[src/rtl/morse_pkg.sv]
// Shared types and default timing for the Morse key front-end and the downstream decoder.
package morse_pkg;

    typedef enum logic [1:0] {
        ST_IDLE  = 2'd0,
        ST_PRESS = 2'd1,
        ST_GAP   = 2'd2,
        ST_WGAP  = 2'd3
    } morse_state_t;

    localparam logic SYM_DOT  = 1'b0;
    localparam logic SYM_DASH = 1'b1;

    localparam int unsigned TICK_DIV_DEF        = 1000;
    localparam int unsigned DEBOUNCE_CYCLES_DEF = 16;
    localparam int unsigned DASH_MIN_TICKS_DEF  = 20;
    localparam int unsigned CHAR_GAP_TICKS_DEF  = 30;
    localparam int unsigned WORD_GAP_TICKS_DEF  = 70;
    localparam int unsigned CNT_W_DEF           = 8;
    localparam int unsigned MIN_PRESS_TICKS_DEF = 3;
    localparam int unsigned SYM_COUNT_W         = 3;

    // Symbols-per-character count sticks at its maximum instead of wrapping.
    function automatic logic [SYM_COUNT_W-1:0] sym_count_inc(input logic [SYM_COUNT_W-1:0] c);
        return (c == '1) ? c : c + SYM_COUNT_W'(1);
    endfunction

endpackage

[src/rtl/morse_debounce.sv]
// Two-flop synchroniser plus stability counter; level changes only after a run of
// DEBOUNCE_CYCLES identical samples that differ from the current level.
module morse_debounce
    import morse_pkg::*;
#(
    parameter int unsigned DEBOUNCE_CYCLES = DEBOUNCE_CYCLES_DEF
) (
    input  logic clk,
    input  logic rst_n,
    input  logic i_key,
    output logic o_level,
    output logic o_edge_c
);

    localparam int unsigned STAB_W = $clog2(DEBOUNCE_CYCLES + 1);

    logic              r_sync0;
    logic              r_sync1;
    logic              r_level;
    logic [STAB_W-1:0] r_stab;
    logic              w_mismatch;

    assign w_mismatch = (r_sync1 != r_level);
    // Strobe is combinational so the consumer can react on the same edge the level flips.
    assign o_edge_c   = w_mismatch && (r_stab == STAB_W'(DEBOUNCE_CYCLES - 1));
    assign o_level    = r_level;

    always_ff @(posedge clk) begin
        if (!rst_n) begin
            r_sync0 <= 1'b0;
            r_sync1 <= 1'b0;
            r_level <= 1'b0;
            r_stab  <= '0;
        end else begin
            r_sync0 <= i_key;
            r_sync1 <= r_sync0;
            if (o_edge_c) begin
                r_level <= r_sync1;
                r_stab  <= '0;
            end else if (w_mismatch) begin
                r_stab  <= r_stab + STAB_W'(1);
            end else begin
                r_stab  <= '0;
            end
        end
    end

endmodule

[src/rtl/morse_key_classifier.sv]
// Debounced Morse key timing classifier: dot/dash, character-end and word-end events.
// Optional MORSE_GLITCH_REJECT_EN drops presses shorter than MIN_PRESS_TICKS.
module morse_key_classifier
    import morse_pkg::*;
#(
    parameter int unsigned TICK_DIV        = TICK_DIV_DEF,
    parameter int unsigned DEBOUNCE_CYCLES = DEBOUNCE_CYCLES_DEF,
    parameter int unsigned DASH_MIN_TICKS  = DASH_MIN_TICKS_DEF,
    parameter int unsigned CHAR_GAP_TICKS  = CHAR_GAP_TICKS_DEF,
    parameter int unsigned WORD_GAP_TICKS  = WORD_GAP_TICKS_DEF,
    parameter int unsigned CNT_W           = CNT_W_DEF
`ifdef MORSE_GLITCH_REJECT_EN
    ,
    parameter int unsigned MIN_PRESS_TICKS = MIN_PRESS_TICKS_DEF
`endif
) (
    input  logic                   clk,
    input  logic                   rst_n,
    input  logic                   key_in,
    output logic                   key_level,
    output logic                   sym_valid,
    output logic                   sym_is_dash,
    output logic                   char_end,
    output logic                   word_end,
    output logic [SYM_COUNT_W-1:0] sym_count
);

    localparam int unsigned PRESC_W = $clog2(TICK_DIV + 1);

    logic                   w_level;
    logic                   w_edge_c;
    logic                   w_rise;
    logic                   w_fall;
    logic                   w_tick;
    logic [PRESC_W-1:0]     r_presc;

    morse_state_t           r_state;
    morse_state_t           w_state_nxt;
    logic [CNT_W-1:0]       r_press_ticks;
    logic [CNT_W-1:0]       r_gap_ticks;
    logic [CNT_W-1:0]       w_press_nxt;
    logic [CNT_W-1:0]       w_gap_nxt;
    logic [CNT_W-1:0]       w_press_inc;
    logic [CNT_W-1:0]       w_gap_inc;
    logic                   w_is_dash;
    logic                   r_sym_valid;
    logic                   r_sym_is_dash;
    logic                   r_char_end;
    logic                   r_word_end;
    logic [SYM_COUNT_W-1:0] r_sym_count;
    logic                   w_sym_valid_nxt;
    logic                   w_is_dash_nxt;
    logic                   w_char_end_nxt;
    logic                   w_word_end_nxt;
    logic [SYM_COUNT_W-1:0] w_sym_count_nxt;
`ifdef MORSE_GLITCH_REJECT_EN
    morse_state_t           r_ret_state;
    morse_state_t           w_ret_nxt;
    logic [CNT_W-1:0]       r_gap_save;
    logic [CNT_W-1:0]       w_gap_save_nxt;
    logic                   w_glitch;
`endif

    morse_debounce #(
        .DEBOUNCE_CYCLES(DEBOUNCE_CYCLES)
    ) u_debounce (
        .clk     (clk),
        .rst_n   (rst_n),
        .i_key   (key_in),
        .o_level (w_level),
        .o_edge_c(w_edge_c)
    );

    assign w_rise = w_edge_c && !w_level;
    assign w_fall = w_edge_c &&  w_level;
    assign w_tick = (r_presc == PRESC_W'(TICK_DIV - 1));

    // Prescaler restarts on every accepted key edge so durations are edge-aligned.
    always_ff @(posedge clk) begin
        if (!rst_n) begin
            r_presc <= '0;
        end else if (w_edge_c || w_tick) begin
            r_presc <= '0;
        end else begin
            r_presc <= r_presc + PRESC_W'(1);
        end
    end

    function automatic logic [CNT_W-1:0] sat_inc(input logic [CNT_W-1:0] c);
        return (c == '1) ? c : c + CNT_W'(1);
    endfunction

    // Counter values including this cycle's tick, so the edge-cycle tick is not lost.
    assign w_press_inc = w_tick ? sat_inc(r_press_ticks) : r_press_ticks;
    assign w_gap_inc   = w_tick ? sat_inc(r_gap_ticks)   : r_gap_ticks;
    assign w_is_dash   = (32'(w_press_inc) >= DASH_MIN_TICKS);
`ifdef MORSE_GLITCH_REJECT_EN
    assign w_glitch    = (32'(w_press_inc) < MIN_PRESS_TICKS);
`endif

    always_ff @(posedge clk) begin
        if (!rst_n) begin
            r_state       <= ST_IDLE;
            r_press_ticks <= '0;
            r_gap_ticks   <= '0;
            r_sym_valid   <= 1'b0;
            r_sym_is_dash <= 1'b0;
            r_char_end    <= 1'b0;
            r_word_end    <= 1'b0;
            r_sym_count   <= '0;
`ifdef MORSE_GLITCH_REJECT_EN
            r_ret_state   <= ST_IDLE;
            r_gap_save    <= '0;
`endif
        end else begin
            r_state       <= w_state_nxt;
            r_press_ticks <= w_press_nxt;
            r_gap_ticks   <= w_gap_nxt;
            r_sym_valid   <= w_sym_valid_nxt;
            r_sym_is_dash <= w_is_dash_nxt;
            r_char_end    <= w_char_end_nxt;
            r_word_end    <= w_word_end_nxt;
            r_sym_count   <= w_sym_count_nxt;
`ifdef MORSE_GLITCH_REJECT_EN
            r_ret_state   <= w_ret_nxt;
            r_gap_save    <= w_gap_save_nxt;
`endif
        end
    end

    always_comb begin
        w_state_nxt     = r_state;
        w_press_nxt     = r_press_ticks;
        w_gap_nxt       = r_gap_ticks;
        w_sym_valid_nxt = 1'b0;
        w_is_dash_nxt   = r_sym_is_dash;
        w_char_end_nxt  = 1'b0;
        w_word_end_nxt  = 1'b0;
        w_sym_count_nxt = r_char_end ? '0 : r_sym_count;
`ifdef MORSE_GLITCH_REJECT_EN
        w_ret_nxt       = r_ret_state;
        w_gap_save_nxt  = r_gap_save;
`endif
        case (r_state)
            ST_IDLE: begin
                if (w_rise) begin
                    w_state_nxt = ST_PRESS;
                    w_press_nxt = '0;
`ifdef MORSE_GLITCH_REJECT_EN
                    w_ret_nxt      = ST_IDLE;
                    w_gap_save_nxt = '0;
`endif
                end
            end
            ST_PRESS: begin
                w_press_nxt = w_press_inc;
                if (w_fall) begin
                    w_state_nxt     = ST_GAP;
                    w_gap_nxt       = '0;
                    w_sym_valid_nxt = 1'b1;
                    w_is_dash_nxt   = w_is_dash ? SYM_DASH : SYM_DOT;
                    w_sym_count_nxt = sym_count_inc(r_sym_count);
`ifdef MORSE_GLITCH_REJECT_EN
                    // Too short to be a symbol: resume exactly where the gap left off.
                    if (w_glitch) begin
                        w_state_nxt     = r_ret_state;
                        w_gap_nxt       = r_gap_save;
                        w_sym_valid_nxt = 1'b0;
                        w_is_dash_nxt   = r_sym_is_dash;
                        w_sym_count_nxt = r_sym_count;
                    end
`endif
                end
            end
            ST_GAP: begin
                w_gap_nxt = w_gap_inc;
                // A rise on the threshold tick still closes the character, then opens a new one.
                if (32'(w_gap_inc) >= CHAR_GAP_TICKS) begin
                    w_char_end_nxt = 1'b1;
                    w_state_nxt    = w_rise ? ST_PRESS : ST_WGAP;
`ifdef MORSE_GLITCH_REJECT_EN
                    w_ret_nxt      = ST_IDLE;
                    w_gap_save_nxt = '0;
`endif
                end else if (w_rise) begin
                    w_state_nxt = ST_PRESS;
`ifdef MORSE_GLITCH_REJECT_EN
                    w_ret_nxt      = ST_GAP;
                    w_gap_save_nxt = w_gap_inc;
`endif
                end
                if (w_rise) begin
                    w_press_nxt = '0;
                end
            end
            ST_WGAP: begin
                w_gap_nxt = w_gap_inc;
                if (32'(w_gap_inc) >= WORD_GAP_TICKS) begin
                    w_word_end_nxt = 1'b1;
                    w_state_nxt    = w_rise ? ST_PRESS : ST_IDLE;
`ifdef MORSE_GLITCH_REJECT_EN
                    w_ret_nxt      = ST_IDLE;
                    w_gap_save_nxt = '0;
`endif
                end else if (w_rise) begin
                    w_state_nxt = ST_PRESS;
`ifdef MORSE_GLITCH_REJECT_EN
                    w_ret_nxt      = ST_WGAP;
                    w_gap_save_nxt = w_gap_inc;
`endif
                end
                if (w_rise) begin
                    w_press_nxt = '0;
                end
            end
            default: begin
                w_state_nxt = ST_IDLE;
            end
        endcase
    end

    assign key_level   = w_level;
    assign sym_valid   = r_sym_valid;
    assign sym_is_dash = r_sym_is_dash;
    assign char_end    = r_char_end;
    assign word_end    = r_word_end;
    assign sym_count   = r_sym_count;

endmodule
[config.mk]
export PLATFORM = sky130hd
export DESIGN_NAME = morse_key_classifier
export DESIGN_NICKNAME = d
export VERILOG_FILES = /design/src/rtl/morse_pkg.sv /design/src/rtl/morse_debounce.sv /design/src/rtl/morse_key_classifier.sv
export SDC_FILE = /design/constraint.sdc
export NUM_CORES = 1
export LEC_CHECK = 0
export BUFFER_PORTS_ARGS = -buffer_cell sky130_fd_sc_hd__clkbuf_2
export CORE_ASPECT_RATIO = 0.5
export CORE_MARGIN = 3
export CORE_UTILIZATION = 45
export CTS_CLUSTER_DIAMETER = 200
export DETAILED_ROUTE_END_ITERATION = 8
export SYNTH_ARGS = -nofsm -noshare
export SYNTH_HDL_FRONTEND = slang
export SYNTH_SLANG_ARGS = --single-unit
[constraint.sdc]
create_clock -name clk -period 6 [get_ports clk]
set_input_delay 1.2 -clock clk [delete_from_list [all_inputs] [get_ports clk]]
set_output_delay 1.2 -clock clk [all_outputs]
set_load 0.005 [all_outputs]
Yosys cells after proc, flatten, opt, wreduce, memory -nomap -nowiden
Index checks and enable logic that the tools add are counted.
Operators by class
  $add $sub $neg: 5
  magnitude comparators: 3
  eq/ne operators: 12
  multiplexer cells: 23
  bitwise logic cells: 2
  reduce and logical (&&, ||, !) cells: 16
Operators by type and width (count)
  8-bit two-way mux: 6
  8-bit case mux with 2 select lines: 2
  8-bit by 1-bit adder with 8-bit output, second input constant: 2
  8-bit == test, second input constant: 2
  8-bit by 5-bit greater-or-equal comparator with 1-bit output, second input constant: 2
  3-bit two-way mux: 4
  10-bit by 1-bit adder with 10-bit output, second input constant: 1
  10-bit == test, second input constant: 1
  2-bit two-way mux: 5
  2-bit AND reduction: 5
  8-bit by 7-bit greater-or-equal comparator with 1-bit output, second input constant: 1
  2-bit case mux with 4 select lines: 1
  3-bit OR reduction: 2
  5-bit by 1-bit adder with 5-bit output, second input constant: 1
  5-bit by 4-bit == test with 1-bit output, second input constant: 1
  1-bit two-way mux: 5
  2-bit == test, second input constant: 2
  2-bit OR reduction: 2
  3-bit by 1-bit adder with 3-bit output, second input constant: 1
  3-bit == test, second input constant: 1
  1-bit logical AND: 3
  3-bit != test, second input constant: 1
  2-bit by 1-bit == test with 1-bit output, second input constant: 1
  2-bit zero test: 1
  7 further kinds: 8
Storage, ports and cells
  bits in registers: 43
  input bits: 3

Longest topological paths before layout
Gate-level depths: netlist of the first run.
  word-level depth: 6
  mapped depth: 10
  gate-level depth less buffers: 9

Cells and area by module
From an unflattened synthesis of the first run, not the netlist that was laid out.
Second synthesis, totals
  cells, all modules: 260
  area, all modules: 2213.4 um^2
By module, submodules not included
  morse_key_classifier: times used 1, cells an instance 232, area an instance 1916.8 um^2, seq. area each 700.7 um^2
  morse_debounce: times used 1, cells an instance 28, area an instance 296.5 um^2, seq. area each 160.2 um^2

Worst setup path before layout of the first run
Ideal clock, no wire load.
  kind: reg-to-reg
  from: register r_presc[0]
  to: register r_state[0]
  library setup time: 0.119 ns
  arrival time: 2.101 ns
  data required time: 5.881 ns
  setup slack: 3.781 ns
  stages on the path, launching flop included: 8
  path buffers: 0
  cells stage by stage: dfxtp_1 -> ha_1 -> nand3b_1 -> nor4_2 -> mux2_1 -> and4b_1 -> a221o_1 -> o221a_1
Between the ends
  cells in the longest elaborated chain, start to end: 5
  elaborated cells between the ends (all ways): 7
  classes of those cells: 2 x order compare; 1 x eq/ne; 4 x mux
RTL lines
  start: declaration: RTL line morse_key_classifier.sv:35  | logic [PRESC_W-1:0] r_presc;
  start signal: assignment: RTL line morse_key_classifier.sv:85  | r_presc <= r_presc + PRESC_W'(1);
  10-bit == test *: RTL line morse_key_classifier.sv:76  | assign w_tick = (r_presc == PRESC_W'(TICK_DIV - 1));
  8-bit two-way mux *: RTL line morse_key_classifier.sv:95  | assign w_gap_inc = w_tick ? sat_inc(r_gap_ticks) : r_gap_ticks;
  8-bit by 7-bit greater-or-equal comparator with 1-bit output / 8-bit by 5-bit greater-or-equal comparator with 1-bit output (equally long branches): RTL line morse_key_classifier.sv:198, morse_key_classifier.sv:178
  2-bit two-way mux (on tied branches): RTL line morse_key_classifier.sv:198, morse_key_classifier.sv:178
  2-bit case mux with 4 select lines *: RTL line morse_key_classifier.sv:144  | case (r_state)
  end signal: assignment: RTL line morse_key_classifier.sv:116  | r_state <= w_state_nxt;
  end: declaration: RTL line morse_key_classifier.sv:37  | morse_state_t r_state;
Every way passes the cells marked *; elsewhere a longest branch is shown, timed or not.
A chain may end at the register's enable or synchronous reset.

Worst setup path after layout of the first run
  from: register r_state[1]
  to: register r_sym_count[1] (netlist: sym_count[1])
Between the ends
  cells in the longest elaborated chain, start to end: 2
  elaborated cells between the ends (all ways): 3
  classes of those cells: 2 x eq/ne; 1 x mux
RTL lines
  2-bit by 1-bit == test with 1-bit output *: RTL line morse_key_classifier.sv:144
  3-bit != test (no line) / 3-bit two-way mux (equally long branches)
  end signal: assignment: RTL line morse_key_classifier.sv:123  | r_sym_count <= w_sym_count_nxt;
  end: declaration: RTL line morse_key_classifier.sv:50  | logic [SYM_COUNT_W-1:0] r_sym_count;
Marked as above.

==> results of run 1 <==
state kept, by name (all words and copies together) (netlist names):
signal / flops
r_presc: 10
r_gap_ticks: 8
r_press_ticks: 8
u_debounce.r_stab: 5
sym_count: 3
r_state: 2
char_end: 1
sym_is_dash: 1
sym_valid: 1
u_debounce.o_level: 1
u_debounce.r_sync0: 1
u_debounce.r_sync1: 1
word_end: 1
report_power, final:
| group | leakage (µW) | internal [µW] | switching, µW |
|---|---|---|---|
| Sequential | 0.000347 | 288 | 2.15 |
| Clock | 0.0000515 | 105 | 96.4 |
| Combinational | 0.000561 | 4.03 | 6.19 |
| Total | 0.000960 | 397 | 105 |
Yosys cell counts (all sizes together), types with 3 or more instances:
library cell,number
o21a,3
or3,4
xnor2,4
nand4b,4
nor3b,3
xor2,8
dfxtp,43
nor4,5
nor3,6
nand4,5
and2,9
and3,10
o21ai,9
ha,7
nand3b,5
a21boi,6
mux2i,7
nand2,23
nor2,24
a21oi,12
clkbuf,11
nor2b,8
inv,7
a41o,3
nand3,17
nand2b,5
logic make-up (layout without fill, tap and decap cells):
| family | after synthesis | count (layout) | synth area share, % |
|---|---|---|---|
| compound gates | 47 | 47 | 14.3 |
| xor+xnor | 12 | 12 | 4.57 |
| fa+ha+maj | 7 | 7 | 3.81 |
| buf+inv | 20 | 25 | 3.38 |
| flops | 43 | 43 | 37.5 |
| mux | 9 | 9 | 4.03 |
| simple gates | 130 | 130 | 32.5 |
final cells by class:
class	instances	area [µm²]
clock buffer	8	100
fill	434	2180
inverter	7	26.3
multi-input combinational	205	1360
sequential	43	861
tap	66	82.6
timing repair buffer	10	50.0
worst min-delay path by stage:
stage / start / end / slack (ns) / cells past startpoint
floorplan: u_debounce.r_sync0$_SDFF_PN0_ / u_debounce.r_sync1$_SDFF_PN0_ / 0.41 / 1
global placement: u_debounce.r_sync0$_SDFF_PN0_ / u_debounce.r_sync1$_SDFF_PN0_ / 0.41 / 1
detailed placement: u_debounce.r_sync0$_SDFF_PN0_ / u_debounce.r_sync1$_SDFF_PN0_ / 0.43 / 1
CTS: u_debounce.r_sync0$_SDFF_PN0_ / u_debounce.r_sync1$_SDFF_PN0_ / 0.45 / 1
global route: u_debounce.r_sync0$_SDFF_PN0_ / u_debounce.r_sync1$_SDFF_PN0_ / 0.50 / 1
finish: u_debounce.r_sync0$_SDFF_PN0_ / u_debounce.r_sync1$_SDFF_PN0_ / 0.44 / 1
through the flow:
stage	area, µm²	setup slack [ns]	total power, µW	cells	hold WS (ns)
floorplan	2300	3.78	304	268	0.412
detailed placement	2380	3.42	307	331	0.429
finish	2480	3.47	501	339	0.444
CTS	2480	3.44	506	339	0.447
global placement	2380	3.54	307	331	0.415
global route	2480	3.20	520	339	0.497
layer usage:
layer  GRT usage, %  vias up  share of wire (%)
met1           21.9      897                 53
li1               -      969                  -
met4           4.01        0               0.84
met5              0        -                  0
met2           24.8       28                 43
met3           4.71        7                3.7
==> flow_metrics.tcl, run 1 <==
set metrics [dict create \
    boundaryPins 11 \
    floorplan.initialDensity_pct 49.3 \
    cts_hold_buf 0 \
    first_pass_grt_wire_length_mm 7.94 \
    clock_tree.root_cell "clkbuf_8" \
    globalRoute.totalOverflow 0 \
    clk_pin_slew_worst_paths_ns 0.08 \
    core_area_mm2 0.00466 \
    synth.top_cell.area_share_pct 37.5 \
    slew_headroom_pct 59.1 \
    num_vias 1901 \
    areaGrowthSynthToFinish_pct 7.89 \
    max_cap_violations 0 \
    num-nets-final 282 \
    die_y_um 56.5 \
    synth_fp_nets 278 \
    syn-instance-count 268 \
    drt_first_iter_violations 152 \
    holdCritPathClass "reg -> reg" \
    postCtsResizedCells 0 \
    grtUsageTotal_pct 16.0 \
    timing.critical_path.from "r_state[1]$_SDFFE_PN0P_" \
    setup-tns-final_ns 0 \
    detail_route.vias_per_cell 5.61 \
    htree_levels 2 \
    final-max-slew-violation-count 0 \
    n_antenna_cell 0 \
    detailed_place_hpwl_mm 3.25 \
    portBuffers 10 \
    antenna_violations_before_repair 0 \
    worst_r2r_startpoint "r_state[1]$_SDFFE_PN0P_" \
    yosys_register_bits 43 \
    max_slew.worst_pin.slew_ns 0.610 \
    critical-path-slowest-cell "nand4b_1" \
    rsz0062_at_grt "false" \
    critical_path_required_ns 6.19 \
    floorplan.die_area_mm2 0.00605 \
    antenna_left 0 \
    crit_path_end_kind "register" \
    share_of_flip_flops_with_an_asynchronous_set_or_reset_after_synthesis_pct 0 \
    power.ir.vdd_worst_uv 123 \
    synth_sequential_area_ratio_pct 37.5 \
    route.detailed.drc 0 \
    r2r.worst_path.cells 6 \
    period_needed_ns 2.53 \
    crit_arrival_ns 2.72 \
    crit_path_most_repeated_cell "nor2b_1" \
    place_congestion 0.823 \
    kind_of_cell_with_the_highest_combined_delay_on_the_critical_path "simple AND/OR/NAND/NOR gates" \
    cp-start-kind "register" \
    tritoncts "done" \
    critPathKind "reg -> reg" \
    synth_enable_flop_cells 0 \
    synth.distinct_cells 51 \
    dieWidth_um 107 \
    ys_top_cells_by_area "dfxtp_1 37%, nor2_1 3.9%, ha_1 3.8%" \
    postLayoutCoreUtil_pct 53.2 \
    post-route-period-util_pct 42.2 \
    syn_avg_cell_area_um2 8.58 \
    final-setup-viol-count 0 \
    tritoncts.num_buffers 5 \
    layout.cells.most_common "dfxtp_1" \
    run_status "complete, no violations" \
    setup.worst_path.end "sym_count[1]$_SDFFE_PN0P_" \
    cts.path.max_buffers 2 \
    synth_area_mm2 0.00230 \
    worst_path_largest_cell_delay_ns 0.62 \
    rr_endpoint "sym_count[1]$_SDFFE_PN0P_" \
    timing.final.hold_violations 0 \
    power.leakage_uw 0.000960 \
    worstPathMaxFanout 18 \
    timing.reg2reg.setup_slack_ns 3.47 \
    crit_cells 6 \
    clkSinkCount 43 \
    drt_wl_total_mm 4.53 \
    clock_latency_ns 0.29 \
    first_pass_iters 4 \
    row_count 17 \
    final_cell_mix "43 x dfxtp_1, 24 x nor2_1, 23 x nand2_1" \
    layout-drive-gt1-share_pct 9.89 \
    fmax_mhz 395 \
    critical_path.n_buffers_inverters 0 \
    yosys_warnings 0 \
    power-per-cell-area_mw_per_mm2 202 \
    avgRoutedWirePerCell_um 13.4 \
    first_global_vias 1762 \
    path_cells "nor2b_1, nand4b_1, nor2_1, a21oi_1, a22oi_1, nor2b_1" \
    grt_max_degree 29 \
    cts_post_setup_buffers_inserted 0 \
    synth_top_flop_cell "dfxtp_1" \
    synth_top_area_cell "dfxtp_1" \
    clock_skew_ns 0.00550 \
]
(Power assumes the default switching activity.)
==> run 2, diff against run 1 <==
==> constraint.sdc (replaced) <==
create_clock -name clk -period 2.53 [get_ports clk]
set_input_delay 0.506 -clock clk [delete_from_list [all_inputs] [get_ports clk]]
set_output_delay 0.506 -clock clk [all_outputs]
set_load 0.005 [all_outputs]
==> run 2 against run 1 <==
Sequential cell count unchanged. Setup slack got worse by 3.4 ns. Final cell count increased by 2.7%. Core utilization increased by 2.2 points. Combinational power increased to 2.6 times the previous value. First-iteration DRC count decreased by 24%. Wire length increased by 7.1%. Clock skew decreased by 0.00058 ns. Die area unchanged. Total power increased to 2.5 times the previous value. Via count increased by 0.84%. Sequential share of layout area decreased by 1.3 points. Critical path type unchanged.
==> flow_metrics.tcl, run 2 (synthesis gave the netlist of run 1 again) <==
set metrics [dict create \
    dieWidth_um 107 \
    rr_endpoint "r_state[0]$_SDFFE_PN0P_" \
    drt_first_iter_violations 116 \
    p_int_uw 1010 \
    worstHoldStart "key_in" \
    run_status "complete, no violations" \
    r2r.worst_path.cells 7 \
    fmax_mhz 409 \
    worst_path_largest_cell_delay_ns 0.40 \
    worst_r2r_startpoint "r_presc[1]$_SDFF_PP0_" \
    detail_route.vias_per_cell 5.51 \
    final-max-slew-violation-count 0 \
    max_slew.worst_pin.slew_ns 0.409 \
    setup.worst_path.end "r_state[0]$_SDFFE_PN0P_" \
    setup-tns-final_ns 0 \
    design_area_mm2 0.00258 \
    first_global_vias 1810 \
    core_area_mm2 0.00466 \
    antenna_left 0 \
    first_pass_grt_wire_length_mm 8.34 \
    clkSinkCount 43 \
    netSwitchingPower_uw 254 \
    clock_latency_ns 0.29 \
    final_cell_mix "42 x dfxtp_1, 24 x nor2_1, 23 x nand2_1" \
    post-route-period-util_pct 96.7 \
    postCtsResizedCells 0 \
    total_power_uw 1270 \
    num_vias 1917 \
    cts_hold_buf 0 \
    timing.final.hold_violations 0 \
    tritoncts "done" \
    tritoncts.num_buffers 5 \
    clock_skew_ns 0.00492 \
    power-per-cell-area_mw_per_mm2 490 \
    max_reg_flops 10 \
    place_congestion 0.860 \
    timing.critical_path.from "r_presc[1]$_SDFF_PP0_" \
    grtUsageTotal_pct 17.0 \
    slew_headroom_pct 72.3 \
    timing.reg2reg.setup_slack_ns 0.08 \
    power.leakage_uw 0.00103 \
    cts_post_setup_buffers_inserted 0 \
    max_cap_violations 0 \
    cp-start-kind "register" \
    n_antenna_cell 0 \
    critPathKind "reg -> reg" \
    die_y_um 56.5 \
    postLayoutCoreUtil_pct 55.5 \
    swShare_pct 20.0 \
    final-setup-viol-count 0 \
    boundaryPins 11 \
    floorplan.die_area_mm2 0.00605 \
    critical_path_required_ns 2.71 \
    areaGrowthSynthToFinish_pct 12.4 \
    num-nets-final 291 \
    layout.cells.most_common "dfxtp_1" \
    path_cells "ha_2, nand3b_1, nor4_4, mux2_1, and4b_1, a221o_1, o221a_1" \
    grt_max_degree 20 \
    clock_tree.root_cell "clkbuf_8" \
    critical-path-slowest-cell "nor4_4" \
    cts.path.max_buffers 2 \
    crit_path_end_kind "register" \
    htree_levels 2 \
    antenna_violations_before_repair 0 \
    clk_pin_slew_worst_paths_ns 0.08 \
    row_count 17 \
    worstPathMaxFanout 4 \
    place_area_mm2 0.00245 \
    clock_power_share_pct 43.6 \
    floorplan.initialDensity_pct 49.3 \
    portBuffers 10 \
    holdCritPathClass "in -> reg" \
    power.sequential.fraction_pct 54.3 \
    route.detailed.drc 0 \
    biggestRegsByFlops "r_presc (10), r_gap_ticks (8), r_press_ticks (8)" \
    pwr-share-comb_pct 2.1 \
    power.ir.vdd_worst_uv 230 \
    drt_wl_total_mm 4.85 \
    detailed_place_hpwl_mm 3.49 \
    avgRoutedWirePerCell_um 13.9 \
    layout-drive-gt1-share_pct 14.2 \
    crit_arrival_ns 2.63 \
    first_pass_iters 4 \
    globalRoute.totalOverflow 0 \
    top_register "r_presc" \
    period_needed_ns 2.45 \
]
-- run 2: worst max-delay path: cells and delay by family, from the launching register on --
family	cells	cell delay (ns)
DFF	1	0.36
and+or+nand+nor	3	0.74
adders and majority gates	1	0.22
AOI/OAI and AO/OA	2	0.63
muxes	1	0.38
-- run 2: stage by stage --
step,worst slack [ns],hold slack [ns],std cells
floorplan,0.311,0.412,268
global placement,0.185,0.413,340
detailed placement,0.0763,0.424,340
CTS,0.0634,0.410,348
global route,-0.0159,0.408,348
finish,0.0823,0.419,348
-- run 2: routing by layer --
metal	wire (µm)	vias up	global-route usage (%)
li1	-	982	-
met1	2410	906	22.2
met3	155	2	4.48
met5	0	-	0
met4	19	0	3.28
met2	2260	27	28.6
-- run 2: final cells by class --
| type | count | area [µm²] |
|---|---|---|
| Clock buffer | 6 | 82.6 |
| Clock inverter | 2 | 35.0 |
| Fill cell | 443 | 2070 |
| Inverter | 7 | 26.3 |
| Multi-Input combinational cell | 205 | 1380 |
| Sequential cell | 43 | 862 |
| Tap cell | 66 | 82.6 |
| Timing Repair Buffer | 19 | 118 |
-- run 2: worst min-delay path by stage --
stage                                    end  slack, ns  depth (start not counted)
3_5_place_dp   u_debounce.r_sync1$_SDFF_PN0_       0.42                          1
2_1_floorplan  u_debounce.r_sync1$_SDFF_PN0_       0.41                          1
3_3_place_gp   u_debounce.r_sync1$_SDFF_PN0_       0.41                          1
5_1_grt        u_debounce.r_sync0$_SDFF_PN0_       0.41                          2
4_1_cts        u_debounce.r_sync0$_SDFF_PN0_       0.41                          2
6_report       u_debounce.r_sync0$_SDFF_PN0_       0.42                          2
-- run 2: power groups by stage --
stage / Combinational (µW) / Clock [µW] / Sequential, µW
after floorplan: 18.9 / 0 / 702
after detailed placement: 26.4 / 0 / 703
after global placement: 25.6 / 0 / 703
after global routing: 29.7 / 609 / 689
after CTS: 26.4 / 578 / 687
final: 26.6 / 552 / 688
